File: src/rtl/uart_tx_sched_if.sv
// rtl/uart_tx_sched_if.sv - UART register bus between the TX scheduler and the UART slave port
interface uart_tx_sched_if;
  logic [3:0]  m_adr_o;
  logic [31:0] m_dat_o;
  logic [3:0]  m_sel_o;
  logic        m_we_o;
  logic        m_stb_o;
  logic        m_ack_i;
  logic [31:0] m_dat_i;

  modport master (
    output m_adr_o, m_dat_o, m_sel_o, m_we_o, m_stb_o,
    input  m_ack_i, m_dat_i
  );

  modport slave (
    input  m_adr_o, m_dat_o, m_sel_o, m_we_o, m_stb_o,
    output m_ack_i, m_dat_i
  );
endinterface

File: src/rtl/uart_tx_sched.sv
// rtl/uart_tx_sched.sv - round-robin two-requester scheduler driving one UART transmitter
// Optional poll timeout with sticky err_o when UART_SCHED_TIMEOUT_EN is defined.
module uart_tx_sched #(
  parameter logic [31:0] DIVIDER = 32'h00000018,
  parameter logic [15:0] TIMEOUT = 16'hFFFF
) (
  input  logic       clk,
  input  logic       rst_i,
  input  logic       req0_valid_i,
  input  logic [7:0] req0_data_i,
  output logic       req0_ready_o,
  input  logic       req1_valid_i,
  input  logic [7:0] req1_data_i,
  output logic       req1_ready_o,
  output logic       busy_o,
  output logic       grant_o,
  output logic       err_o,
  uart_tx_sched_if.master bus
);
  localparam logic [3:0] ADR_TX     = 4'h0;
  localparam logic [3:0] ADR_STATUS = 4'h8;
  localparam logic [3:0] ADR_DIV    = 4'hC;

  typedef enum logic [2:0] {INIT, IDLE, WRITE, POLL, CAPTURE} state_t;
  state_t state;

  logic pick1;
  logic timed_out;
  logic unused_rx;

  // On a tie the requester that did not win last time is served.
  assign pick1 = req1_valid_i && (!req0_valid_i || !grant_o);

  assign bus.m_sel_o = 4'hF;
  assign unused_rx   = ^bus.m_dat_i[31:1];

`ifdef UART_SCHED_TIMEOUT_EN
  logic [15:0] poll_cnt;
  assign timed_out = (poll_cnt >= TIMEOUT);
`else
  logic [15:0] unused_timeout;
  assign unused_timeout = TIMEOUT;
  assign timed_out      = 1'b0;
  assign err_o          = 1'b0;
`endif

  always_ff @(posedge clk) begin
    if (rst_i) begin
      state        <= INIT;
      bus.m_stb_o  <= 1'b0;
      bus.m_we_o   <= 1'b0;
      bus.m_adr_o  <= 4'h0;
      bus.m_dat_o  <= 32'h0;
      req0_ready_o <= 1'b0;
      req1_ready_o <= 1'b0;
      busy_o       <= 1'b1;
      grant_o      <= 1'b1;
`ifdef UART_SCHED_TIMEOUT_EN
      poll_cnt     <= 16'h0;
      err_o        <= 1'b0;
`endif
    end else begin
      req0_ready_o <= 1'b0;
      req1_ready_o <= 1'b0;
      case (state)
        INIT: begin
          bus.m_stb_o <= 1'b1;
          bus.m_we_o  <= 1'b1;
          bus.m_adr_o <= ADR_DIV;
          bus.m_dat_o <= DIVIDER;
          if (bus.m_stb_o && bus.m_ack_i) begin
            bus.m_stb_o <= 1'b0;
            bus.m_we_o  <= 1'b0;
            busy_o      <= 1'b0;
            state       <= IDLE;
          end
        end
        IDLE: begin
          if (req0_valid_i || req1_valid_i) begin
            grant_o      <= pick1;
            req0_ready_o <= !pick1;
            req1_ready_o <= pick1;
            bus.m_stb_o  <= 1'b1;
            bus.m_we_o   <= 1'b1;
            bus.m_adr_o  <= ADR_TX;
            bus.m_dat_o  <= {24'h0, pick1 ? req1_data_i : req0_data_i};
            busy_o       <= 1'b1;
`ifdef UART_SCHED_TIMEOUT_EN
            poll_cnt     <= 16'h0;
`endif
            state        <= WRITE;
          end
        end
        WRITE: begin
          if (bus.m_ack_i) begin
            bus.m_we_o  <= 1'b0;
            bus.m_adr_o <= ADR_STATUS;
            state       <= POLL;
          end
        end
        POLL: begin
          if (bus.m_ack_i) begin
            bus.m_stb_o <= 1'b0;
`ifdef UART_SCHED_TIMEOUT_EN
            poll_cnt    <= poll_cnt + 16'd1;
`endif
            state       <= CAPTURE;
          end
        end
        CAPTURE: begin
          // Read data lags the acknowledged read by one cycle, so it is sampled here.
          if (bus.m_dat_i[0] && !timed_out) begin
            bus.m_stb_o <= 1'b1;
            state       <= POLL;
          end else begin
`ifdef UART_SCHED_TIMEOUT_EN
            if (bus.m_dat_i[0]) err_o <= 1'b1;
`endif
            busy_o <= 1'b0;
            state  <= IDLE;
          end
        end
        default: state <= INIT;
      endcase
    end
  end
endmodule

File: src/flat_wrapper.sv
// flat-port wrapper written by rule: the top's interface ports become plain ports
module uart_tx_sched_flat 
#(
  parameter logic [31:0] DIVIDER = 32'h00000018,
  parameter logic [15:0] TIMEOUT = 16'hFFFF
)
  (clk, rst_i, req0_valid_i, req0_data_i, req0_ready_o, req1_valid_i, req1_data_i, req1_ready_o, busy_o, grant_o, err_o, bus_m_adr_o, bus_m_dat_o, bus_m_sel_o, bus_m_we_o, bus_m_stb_o, bus_m_ack_i, bus_m_dat_i);
  uart_tx_sched_if bus_i ();
  input  logic clk;
  input  logic rst_i;
  input  logic req0_valid_i;
  input  logic [7:0] req0_data_i;
  output logic req0_ready_o;
  input  logic req1_valid_i;
  input  logic [7:0] req1_data_i;
  output logic req1_ready_o;
  output logic busy_o;
  output logic grant_o;
  output logic err_o;
  output wire logic [$bits(bus_i.m_adr_o)-1:0] bus_m_adr_o;
  output wire logic [$bits(bus_i.m_dat_o)-1:0] bus_m_dat_o;
  output wire logic [$bits(bus_i.m_sel_o)-1:0] bus_m_sel_o;
  output wire logic [$bits(bus_i.m_we_o)-1:0] bus_m_we_o;
  output wire logic [$bits(bus_i.m_stb_o)-1:0] bus_m_stb_o;
  input wire logic [$bits(bus_i.m_ack_i)-1:0] bus_m_ack_i;
  input wire logic [$bits(bus_i.m_dat_i)-1:0] bus_m_dat_i;
  assign bus_m_adr_o = bus_i.m_adr_o;
  assign bus_m_dat_o = bus_i.m_dat_o;
  assign bus_m_sel_o = bus_i.m_sel_o;
  assign bus_m_we_o = bus_i.m_we_o;
  assign bus_m_stb_o = bus_i.m_stb_o;
  assign bus_i.m_ack_i = bus_m_ack_i;
  assign bus_i.m_dat_i = bus_m_dat_i;
  uart_tx_sched #(.DIVIDER(DIVIDER), .TIMEOUT(TIMEOUT)) u_core (.clk(clk), .rst_i(rst_i), .req0_valid_i(req0_valid_i), .req0_data_i(req0_data_i), .req0_ready_o(req0_ready_o), .req1_valid_i(req1_valid_i), .req1_data_i(req1_data_i), .req1_ready_o(req1_ready_o), .busy_o(busy_o), .grant_o(grant_o), .err_o(err_o), .bus(bus_i));
endmodule
File: config.mk
export PLATFORM = sky130hd
export DESIGN_NAME = uart_tx_sched_flat
export DESIGN_NICKNAME = d
export VERILOG_FILES = /design/src/rtl/uart_tx_sched_if.sv /design/src/rtl/uart_tx_sched.sv /design/src/flat_wrapper.sv
export SDC_FILE = /design/constraint.sdc
export NUM_CORES = 1
export LEC_CHECK = 0
export CAP_MARGIN = 10
export CELL_PAD_IN_SITES_DETAIL_PLACEMENT = 1
export CELL_PAD_IN_SITES_GLOBAL_PLACEMENT = 2
export CORE_MARGIN = 5
export CORE_UTILIZATION = 32
export DETAILED_ROUTE_END_ITERATION = 10
export DONT_BUFFER_PORTS = 1
export MAX_ROUTING_LAYER = met4
export PLACE_DENSITY_LB_ADDON = 0.1
export SKIP_LAST_GASP = 1
export SYNTH_ARGS = -nofsm -noshare
export SYNTH_HDL_FRONTEND = slang
export SYNTH_SLANG_ARGS = --single-unit
File: constraint.sdc
create_clock -name clk -period 2.6 [get_ports clk]
set_input_delay 0.52 -clock clk [delete_from_list [all_inputs] [get_ports clk]]
set_output_delay 0.52 -clock clk [all_outputs]
set_load 0.01 [all_outputs]
### After elaboration in Yosys (flattened, before gate mapping)

Index checks and enable logic that the tools add are counted.
Widths: inputs -> output; s select.

| word-level totals | value |
|---|---|
| flip-flop bits (word level) | 45 |
| logic and storage cells | 61 |

| cells by class | value |
|---|---|
| eq/ne operators | 10 |
| mux-type cells | 21 |
| bitwise operators | 2 |
| reduce and logical (&&, ||, !) cells | 19 |

Operators by type and width:

| cell | number |
|---|---|
| $pmux 32 s2 | 1 |
| $mux 32 | 1 |
| $pmux 3 s5 | 1 |
| $mux 3 | 4 |
| $pmux 4 s3 | 1 |
| $reduce_and 4->1 | 3 |
| $mux 4 | 2 |
| $mux 8 | 1 |
| $ne 2x2->1 const B | 4 |
| $eq 3x2->1 const B | 2 |
| $mux 1 | 6 |
| $pmux 1 s3 | 2 |
| $reduce_bool 3->1 | 2 |
| $ne 2x1->1 const B | 2 |
| $pmux 1 s4 | 1 |
| $reduce_and 2->1 | 2 |
| $reduce_bool 4->1 | 1 |
| $eq 3x1->1 const B | 1 |
| $eq 3x3->1 const B | 1 |
| $logic_not 1->1 | 3 |
| $logic_not 3->1 | 1 |
| $reduce_and 3->1 | 1 |
| $reduce_or 3->1 | 1 |
| $logic_and 1x1->1 | 2 |
| 4 further kinds | 6 |

### Logic depth before layout (Yosys ltp)

Gate-level depths: netlist of the first run.

| depth | value |
|---|---|
| depth after elaboration | 6 |
| gate-level depth with buffers | 5 |
| depth with buffers taken out | 4 |

### Worst setup path after synthesis of the first run

Ideal clock, no wire load.

| timing | value |
|---|---|
| kind | input port to flip-flop |
| start | in bus_m_ack_i |
| end | reg u_core.bus.m_stb_o |
| setup time | 0.134 ns |
| arrival time | 1.396 ns |
| data required time | 2.466 ns |
| slack | 1.071 ns |
| cell stages on the path | 4 |
| path buffers | 0 |
| cell sequence | nor2b_1 -> or4_4 -> a2111oi_2 -> a311oi_1 |

| between the ends | value |
|---|---|
| longest elaborated chain between the ends | 3 |
| elaborated cells between the ends (all ways) | 5 |
| those cells by class | eq/ne: 1; mux: 2; reduce/logical: 2 |

Ends and longest elaborated chain:

| item | RTL line | RTL |
|---|---|---|
| start: declaration | flat_wrapper.sv:25 | `input wire logic [$bits(bus_i.m_ack_i)-1:0] bus_m_ack_i;` |
| $logic_and 1x1->1 | uart_tx_sched.sv:71 | `if (bus.m_stb_o && bus.m_ack_i) begin` |
| $mux 1 | uart_tx_sched.sv:71 |  |
| $pmux 1 s4 | uart_tx_sched.sv:65 | `case (state)` |
| end signal: assignment | uart_tx_sched.sv:67 | `bus.m_stb_o <= 1'b1;` |
| end signal: assignment | uart_tx_sched.sv:72 | `bus.m_stb_o <= 1'b0;` |
| end signal: assignment | uart_tx_sched.sv:83 | `bus.m_stb_o <= 1'b1;` |
| end: declaration | uart_tx_sched_if.sv:12 | `output m_adr_o, m_dat_o, m_sel_o, m_we_o, m_stb_o,` |

Several ways; a longest one is shown, not always the timed one.
A chain may end at the register's enable or synchronous reset.

### Final worst setup path of the first run

| timing | value |
|---|---|
| start | reg u_core.state[0] |
| end | reg u_core.bus.m_stb_o |

| between the ends | value |
|---|---|
| longest elaborated chain between the ends | 3 |
| elaborated cells between the ends (all ways) | 10 |
| those cells by class | eq/ne: 6; mux: 1; reduce/logical: 3 |

Ends and longest elaborated chain:

| item | RTL line | RTL |
|---|---|---|
| start: declaration | uart_tx_sched.sv:25 | `state_t state;` |
| start signal: assignment | uart_tx_sched.sv:49 | `state <= INIT;` |
| start signal: assignment | uart_tx_sched.sv:75 | `state <= IDLE;` |
| start signal: assignment | uart_tx_sched.sv:91 | `state <= WRITE;` |
| $eq 3x1->1, or another cell as far along | uart_tx_sched.sv:65 |  |
| $reduce_bool 4->1 (no line), or another cell as far along | - |  |
| $reduce_and 4->1 (no line) | - |  |

Several ways; a longest one is shown, not always the timed one.

==> results of run 1 <==
power by group through the flow:
stage	registers (uW)	clock network (uW)	logic, uW
6_report	472	151	308
5_1_grt	486	170	358
4_1_cts	473	164	313
3_5_place_dp	480	0	312
3_3_place_gp	479	0	306
2_1_floorplan	431	0	336
Yosys cell counts:
library cell,n
a2111oi_2,1
a211o_1,3
a211oi_1,2
a21boi_0,1
a21oi_1,3
a221oi_1,2
a311oi_1,1
a31oi_1,3
and3_1,1
buf_2,1
buf_4,32
buf_6,2
clkbuf_1,2
conb_1,2
dfxtp_1,19
inv_1,5
inv_2,1
mux2i_1,8
nand2_1,5
nand2b_1,2
nor2_1,7
nor2_2,1
nor2b_1,4
nor3_1,5
o211a_1,1
o21a_1,1
o21ai_0,3
o21bai_1,1
o2bb2ai_1,6
o311ai_0,1
or3_1,2
or3b_4,1
or4_4,1
cell families (layout without fill, tap and decap cells):
| group | count (synthesis) | count (layout) | synth area share |
|---|---|---|---|
| buffers and inverters | 43 | 11 | 0.260 |
| other | 2 | 31 | 0.00655 |
| DFF | 19 | 19 | 0.332 |
| muxes | 8 | 8 | 0.0699 |
| AOI/OAI and AO/OA | 29 | 29 | 0.197 |
| and+or+nand+nor | 29 | 29 | 0.135 |
per-layer routing:
metal / part of all wire / vias to the layer above
li1: - / 387
met1: 0.42 / 377
met2: 0.49 / 40
met3: 0.082 / 4
met4: 0.014 / 0
met5: 0 / -
final cells by class:
type                            instances  share of cell area
Tap cell                               46              0.0537
Multi-Input combinational cell         97               0.538
Sequential cell                        19               0.355
Inverter                                6              0.0210
Timing Repair Buffer                    1             0.00700
Clock buffer                            3              0.0210
Clock inverter                          1             0.00467
through the flow:
stage                util  cell area, um^2
global route        0.316             1070
detailed placement  0.308             1040
global placement    0.308             1040
CTS                 0.316             1070
finish              0.316             1070
floorplan               -             1250
sequential cells by signal, summed over array words and instances, names as in the netlist:
signal	cells
u_core.req1_ready_o	1
u_core.req0_ready_o	1
u_core.busy_o	1
u_core.bus.m_stb_o	1
u_core.state	3
u_core.bus.m_adr_o	2
u_core.bus.m_dat_o	8
u_core.grant_o	1
u_core.bus.m_we_o	1
worst paths after layout:
path | startpoint | end | slack, ns | depth (start not counted)
min reg2reg | u_core.bus.m_dat_o[4] | u_core.bus.m_dat_o[4] | 0.53 | 2
max | u_core.state[0] | u_core.bus.m_stb_o | 0.86 | 4
min | rst_i | u_core.bus.m_adr_o[2] | 0.28 | 1
max reg2reg | u_core.state[0] | u_core.bus.m_stb_o | 0.86 | 4
==> impl_metrics.tcl, run 1 <==
set metrics [dict create \
    status "complete, no violations" \
    use_met1 0.123 \
    dp_hpwl_um 2010 \
    initial_utilization 0.338 \
    cp_slowest_stage_delay_ns 0.56 \
    p_seq_frac 0.506 \
    hold_path.class "primary input to flip-flop" \
    core_region_area_um2 3390 \
    cp.required_ns 2.79 \
    synthCells 130 \
    ys_types 33 \
    grt_max_degree 15 \
    placed_cells 169 \
    cellPowerDensity_nw_per_um2 868 \
    clock_latency_ns 0.30 \
    ios 100 \
    crit_buf_inv 1 \
    postRouteAntennaNets 0 \
    numCtsBuffers 3 \
    crit_path_top_delay_cell "dfxtp_1" \
    final.setup.worst_slack_ns 0.855 \
    cts_tree "yes" \
    ir_drop_mv 0.171 \
    layout-drive-gt1-share 0.0787 \
    p_clk_frac 0.163 \
    critPathMaxFanout 11 \
    timing.hold.ws_ns 0.276 \
    crit_arrival_ns 1.93 \
    fp.dieW_um 69.8 \
    grtUsageMet2 0.168 \
    grt_pass1_vias 817 \
    synth.area.top_cells "dfxtp_1 (33%), buf_4 (21%), mux2i_1 (7.0%), o2bb2ai_1 (4.6%), nor2_1 (2.3%)" \
    port_buffers 0 \
    pre_cts_ws_ns 0.857 \
    instances_no_fill 173 \
    cp_cell_sequence "inv_2, or4_4, a2111oi_2, a311oi_1" \
    finalMaxSlewViolations 0 \
    critPathKind "flip-flop to flip-flop" \
    cap_viol_max_count 0 \
    netSwitchingPower_uw 375 \
    cts.clk_slew.worst_paths_ns 0.11 \
    synth_top_area_share 0.332 \
    fin_worst_skew_ns 0.00459 \
    cts_root_buf "clkbuf_4" \
    end_kind "flip-flop" \
    mappedNetlistArea_um2 1150 \
    p_leak_uw 0.000454 \
    die_height_um 69.8 \
    gp_congestion 0.717 \
    diodes 0 \
    combPwrFrac 0.331 \
    grt_use_met3 0.0246 \
    postCtsHoldBufs 0 \
    critPathTopFamily "flip-flops" \
    swShare 0.403 \
    yosysWarnings 0 \
    max_freq_mhz 573 \
    yosys_register_bits 19 \
    clock-sinks 19 \
    layout_commonest_cell "conb_1" \
    antenna_found_initial 0 \
    syn_avg_cell_area_um2 8.82 \
    top_usage_layer "met2" \
    final_cell_mix "conb_1 (31), dfxtp_1 (19), mux2i_1 (8)" \
    synth_area_leader_cell "dfxtp_1" \
    min_period_ns 1.74 \
    fillers 428 \
    grt_use_total 0.105 \
    wl_per_cell_um 14.6 \
    h-tree-depth 1 \
    hold_violations 0 \
    setup-tns-final_ns 0 \
    die_area_um2 4880 \
    fin_crit_sh 0.671 \
    wl_um 2530 \
    register_area_um2 380 \
    rsz0062_at_grt "false" \
    grt_pass1_wl_um 4110 \
    postCtsSetupBuffers 0 \
    power_uw 931 \
    syn_to_final_growth_pct -6.44 \
    worstSetupStartpointType "flip-flop" \
    vias_per_cell 4.67 \
    clk_path_buf_depth 2 \
    multiInputGateArea_um2 577 \
    remaining_drc_errors 0 \
    seq_area_frac_synth 0.332 \
    setup_violations 0 \
    first_iter_violations 20 \
    firstDrtPassIters 4 \
    rows 21 \
    intPower_uw 556 \
    ctsResizeCount 0 \
    globalRouteOverflowTotal 0 \
    vias 808 \
    nets 181 \
]
Note: power is estimated with default switching activity, not from simulation.
==> run 2, diff against run 1 <==
- CORE_UTILIZATION: 32 -> 27
- clock period: 2.6 -> 1.4 ns (I/O delays scaled with it)
==> run 2 against run 1 <==
Against the previous run: the flow now finishes with violations (negative setup slack); register-to-register slack worse by 0.93 ns; core utilization is 1.1 points higher; cell count is 13% higher; clock power grew to 2.6 times the previous value.
==> impl_metrics.tcl, run 2 (synthesis gave the netlist of run 1 again) <==
set metrics [dict create \
    numCtsBuffers 3 \
    hold_depth 1 \
    vias_per_cell 4.51 \
    h-tree-depth 1 \
    pre_cts_ws_ns -0.116 \
    cts_root_buf "clkbuf_8" \
    instances_no_fill 196 \
    critPathKind "flip-flop to flip-flop" \
    die_area_um2 5650 \
    port_buffers 0 \
    top_usage_layer "met2" \
    fin_worst_skew_ns 0.00459 \
    clock_latency_ns 0.26 \
    holdPathEnd "u_core.state[0]" \
    dp_hpwl_um 2400 \
    r2r-end "u_core.bus.m_stb_o" \
    cp_cell_sequence "nor2b_1, or4_4, a2111oi_4, a311oi_1" \
    fp.dieW_um 75.2 \
    cap_viol_max_count 0 \
    worstSetupStartpointType "flip-flop" \
    fin_crit_sh 1.05 \
    die_height_um 75.2 \
    critPathTopFamily "simple AND/OR/NAND/NOR gates" \
    end_kind "flip-flop" \
    critPathMaxFanout 5 \
    placed_cells 191 \
    crit_buf_inv 0 \
    p_leak_uw 0.000576 \
    crit_start "u_core.state[1]" \
    postCtsHoldBufs 0 \
    grt_pass1_vias 892 \
    vias 884 \
    grt_use_met3 0.0160 \
    status "complete, but fails checks" \
    diodes 0 \
    globalRouteOverflowTotal 0 \
    first_iter_violations 15 \
    largest_reg_flops 8 \
    rsz0062_at_grt "true" \
    fillers 491 \
    gp_congestion 0.721 \
    cp.required_ns 1.54 \
    fin_util 0.327 \
    cts.clk_slew.worst_paths_ns 0.08 \
    rr_startpoint "u_core.state[1]" \
    core_region_area_um2 4060 \
    hold_violations 0 \
    clk_path_buf_depth 2 \
    grt_pass1_wl_um 4420 \
    grtUsageMet2 0.169 \
    grt_max_degree 13 \
    syn_to_final_growth_pct 15.7 \
    antenna_found_initial 0 \
    wl_per_cell_um 15.4 \
    max_freq_mhz 678 \
    final.setup.worst_slack_ns -0.0742 \
    initial_utilization 0.282 \
    postRouteAntennaNets 0 \
    nets 200 \
    use_met1 0.133 \
    min_period_ns 1.47 \
    crit_path_top_delay_cell "or4_4" \
    top_register "u_core.bus.m_dat_o" \
    hold_start "rst_i" \
    setup_violations 1 \
    grt_use_total 0.105 \
    timing.hold.ws_ns 0.0783 \
    crit_arrival_ns 1.61 \
    r2r_setup_slack_ns -0.07 \
    firstDrtPassIters 2 \
    ios 100 \
    layout_commonest_cell "conb_1" \
    wl_um 3020 \
    cp.depth 4 \
    top_regs "u_core.bus.m_dat_o x8, u_core.state x3, u_core.bus.m_adr_o x2" \
    ir_drop_mv 0.441 \
    cp_slowest_stage_delay_ns 0.50 \
    cts_tree "yes" \
    remaining_drc_errors 0 \
    clock-sinks 19 \
    cellPowerDensity_nw_per_um2 1700 \
    final_cell_mix "conb_1 (31), buf_4 (18), dfxtp_1 (17)" \
    hold_path.class "primary input to flip-flop" \
    layout-drive-gt1-share 0.281 \
    rows 23 \
    setup-tns-final_ns -0.0742 \
    finalMaxSlewViolations 0 \
    r2r_cells 4 \
    violations "negative setup slack" \
]
[run 2: changes by cell type in the layout (fill, tap and decap cells not counted), sizes merged]
cell,change
buf,+19
[run 2: metrics by stage]
stage          power [uW]  area, um^2
6_report             2250        1330
5_1_grt              2430        1330
4_1_cts              2190        1260
3_5_place_dp         1750        1200
3_3_place_gp         1730        1200
2_1_floorplan        1460        1270
[run 2: area by class of cell]
| cell class | instances | area, um^2 | share of cell area |
|---|---|---|---|
| repair buffers | 20 | 158 | 0.119 |
| multi-input cells | 97 | 654 | 0.493 |
| inverters | 6 | 22.5 | 0.0170 |
| flip-flops and latches | 19 | 383 | 0.289 |
| clock buffers | 3 | 41.3 | 0.0311 |
| clock inverters | 1 | 5.00 | 0.00377 |
| well taps | 50 | 62.6 | 0.0472 |
[run 2: worst max-delay path by stage]
stage	slack, ns	to
6_report	-0.07	u_core.bus.m_stb_o
5_1_grt	-0.16	u_core.bus.m_stb_o
4_1_cts	-0.09	u_core.bus.m_stb_o
3_5_place_dp	-0.12	u_core.bus.m_stb_o
3_3_place_gp	-0.09	u_core.bus.m_stb_o
2_1_floorplan	-0.08	u_core.bus.m_stb_o
[run 2: power breakdown]
| part | total (uW) | internal (uW) | switching, uW |
|---|---|---|---|
| combinational | 1020 | 529 | 490 |
| clock | 396 | 198 | 198 |
| sequential | 839 | 672 | 168 |
| total | 2250 | 1400 | 855 |
[run 2: metal layers]
metal  up-vias  part of all wire
met5         -                 0
li1        420                 -
met2        40              0.49
met3         2             0.085
met4         0             0.011
met1       422              0.41
[run 2: what timing repair did]
item	4_1_cts	5_1_grt
setup buffers	0	1
pin swaps	0	4
endpoints found under the setup margin	14	12
gates resized for setup	6	12
gates cloned	0	0
==> run 3, diff against run 2 <==
- CORE_UTILIZATION: 27 -> 32
- CTS_BUF_LIST: unset -> sky130_fd_sc_hd__clkbuf_16
- clock period: 1.4 -> 1.7 ns (I/O delays scaled with it)
==> run 3 against run 2 <==
Against the previous run: the run now ends clean; largest cell class unchanged; setup slack improved by 0.22 ns; register-to-register slack improved by 0.22 ns; wire length decreased by 15%; critical path type unchanged; hold slack improved by 0.078 ns; non-clock buffer count decreased by 14.
==> impl_metrics.tcl, run 3 (synthesis gave the netlist of run 1 again) <==
set metrics [dict create \
    status "complete, no violations" \
    wl_um 2560 \
    postCtsSetupBuffers 0 \
    rows 21 \
    cp_cell_sequence "nor2b_1, or4_4, a2111oi_2, a311oi_1" \
    ios 100 \
    grt_pass1_vias 844 \
    crit_path_top_delay_cell "or4_4" \
    first_iter_violations 20 \
    final_cell_mix "conb_1 (31), dfxtp_1 (19), mux2i_1 (8)" \
    wl_per_cell_um 14.4 \
    postCtsHoldBufs 0 \
    fillers 413 \
    grt_use_total 0.104 \
    finalMaxSlewViolations 0 \
    top_regs "u_core.bus.m_dat_o x8, u_core.state x3, u_core.bus.m_adr_o x2" \
    dp_hpwl_um 2080 \
    diodes 0 \
    h-tree-depth 1 \
    cp.required_ns 1.83 \
    rsz0062_at_grt "false" \
    vias_per_cell 4.63 \
    clock-sinks 19 \
    top_register "u_core.bus.m_dat_o" \
    holdPathEnd "u_core.bus.m_adr_o[2]" \
    hold_depth 1 \
    setup_violations 0 \
    antenna_found_initial 0 \
    cp_slowest_stage_delay_ns 0.49 \
    pre_cts_ws_ns 0.138 \
    r2r-end "u_core.bus.m_stb_o" \
    rr_startpoint "u_core.state[1]" \
    p_leak_uw 0.000503 \
    placed_area_um2 1080 \
    clock_latency_ns 0.25 \
    gp_congestion 0.769 \
    min_period_ns 1.56 \
    port_buffers 0 \
    core_region_area_um2 3390 \
    setup-tns-final_ns 0 \
    syn_to_final_growth_pct 1.42 \
    numCtsBuffers 3 \
    initial_utilization 0.338 \
    firstDrtPassIters 6 \
    nets 186 \
    cts_root_buf "clkbuf_16" \
    layout-drive-gt1-share 0.114 \
    postRouteAntennaNets 0 \
    hold_path.class "primary input to flip-flop" \
    crit_arrival_ns 1.68 \
    grt_max_degree 13 \
    hold_violations 0 \
    fin_crit_sh 0.916 \
    ir_drop_mv 0.455 \
    cts_tree "yes" \
    die_area_um2 4880 \
    vias 825 \
    cap_viol_max_count 0 \
    design_area_um2 1160 \
    worstSetupStartpointType "flip-flop" \
    cts.clk_slew.worst_paths_ns 0.06 \
    fin_worst_skew_ns 0.00276 \
    cellPowerDensity_nw_per_um2 1480 \
    remaining_drc_errors 0 \
    hold_start "rst_i" \
    ctsResizeCount 0 \
    layout_commonest_cell "conb_1" \
    end_kind "flip-flop" \
    critPathMaxFanout 9 \
    critPathKind "flip-flop to flip-flop" \
    final.setup.worst_slack_ns 0.143 \
    globalRouteOverflowTotal 0 \
    die_height_um 69.8 \
    crit_start "u_core.state[1]" \
    fp.dieW_um 69.8 \
    clk_path_buf_depth 2 \
    r2r_cells 4 \
    largest_reg_flops 8 \
    max_freq_mhz 642 \
    r2r_setup_slack_ns 0.14 \
    grt_pass1_wl_um 4040 \
]
==> run 3: area by class of cell <==
type / instances / area (um^2) / area share
multi-input cells: 97 / 577 / 0.496
flip-flops and latches: 19 / 380 / 0.327
clock buffers: 3 / 75.1 / 0.0646
well taps: 46 / 57.6 / 0.0495
repair buffers: 6 / 45.0 / 0.0388
inverters: 6 / 22.5 / 0.0194
clock inverters: 1 / 5.00 / 0.00431
==> run 3: stage by stage <==
step,cells,hold slack (ns),utilization,power (uW)
floorplan,159,0.484,-,1170
global placement,174,0.413,0.319,1240
detailed placement,174,0.415,0.319,1250
CTS,178,0.147,0.343,1740
global route,178,0.148,0.343,1840
finish,178,0.157,0.343,1720
==> run 3: worst max path at each step <==
stage | endpoint | slack, ns | cells after the start
6_report | u_core.bus.m_stb_o | 0.14 | 4
5_1_grt | u_core.bus.m_stb_o | 0.08 | 4
4_1_cts | u_core.bus.m_stb_o | 0.13 | 4
3_5_place_dp | u_core.bus.m_stb_o | 0.14 | 4
3_3_place_gp | u_core.bus.m_stb_o | 0.16 | 4
2_1_floorplan | u_core.bus.m_stb_o | 0.19 | 5
==> run 3: layer usage <==
| layer | global-route usage | part of all wire |
|---|---|---|
| met4 | 0.0383 | 0.0082 |
| met2 | 0.168 | 0.49 |
| met1 | 0.121 | 0.41 |
| met5 | - | 0 |
| met3 | 0.0319 | 0.094 |
==> run 3: report_power, final <==
group          total, uW  switching [uW]  internal (uW)
Combinational        540             294            246
Clock                483             168            315
Sequential           693             143            550
==> run 3: critical path, delay by kind of cell (launching register included) <==
kind	cells	cell delay, ns
compound gates	2	0.38
simple gates	2	0.67
flops	1	0.38
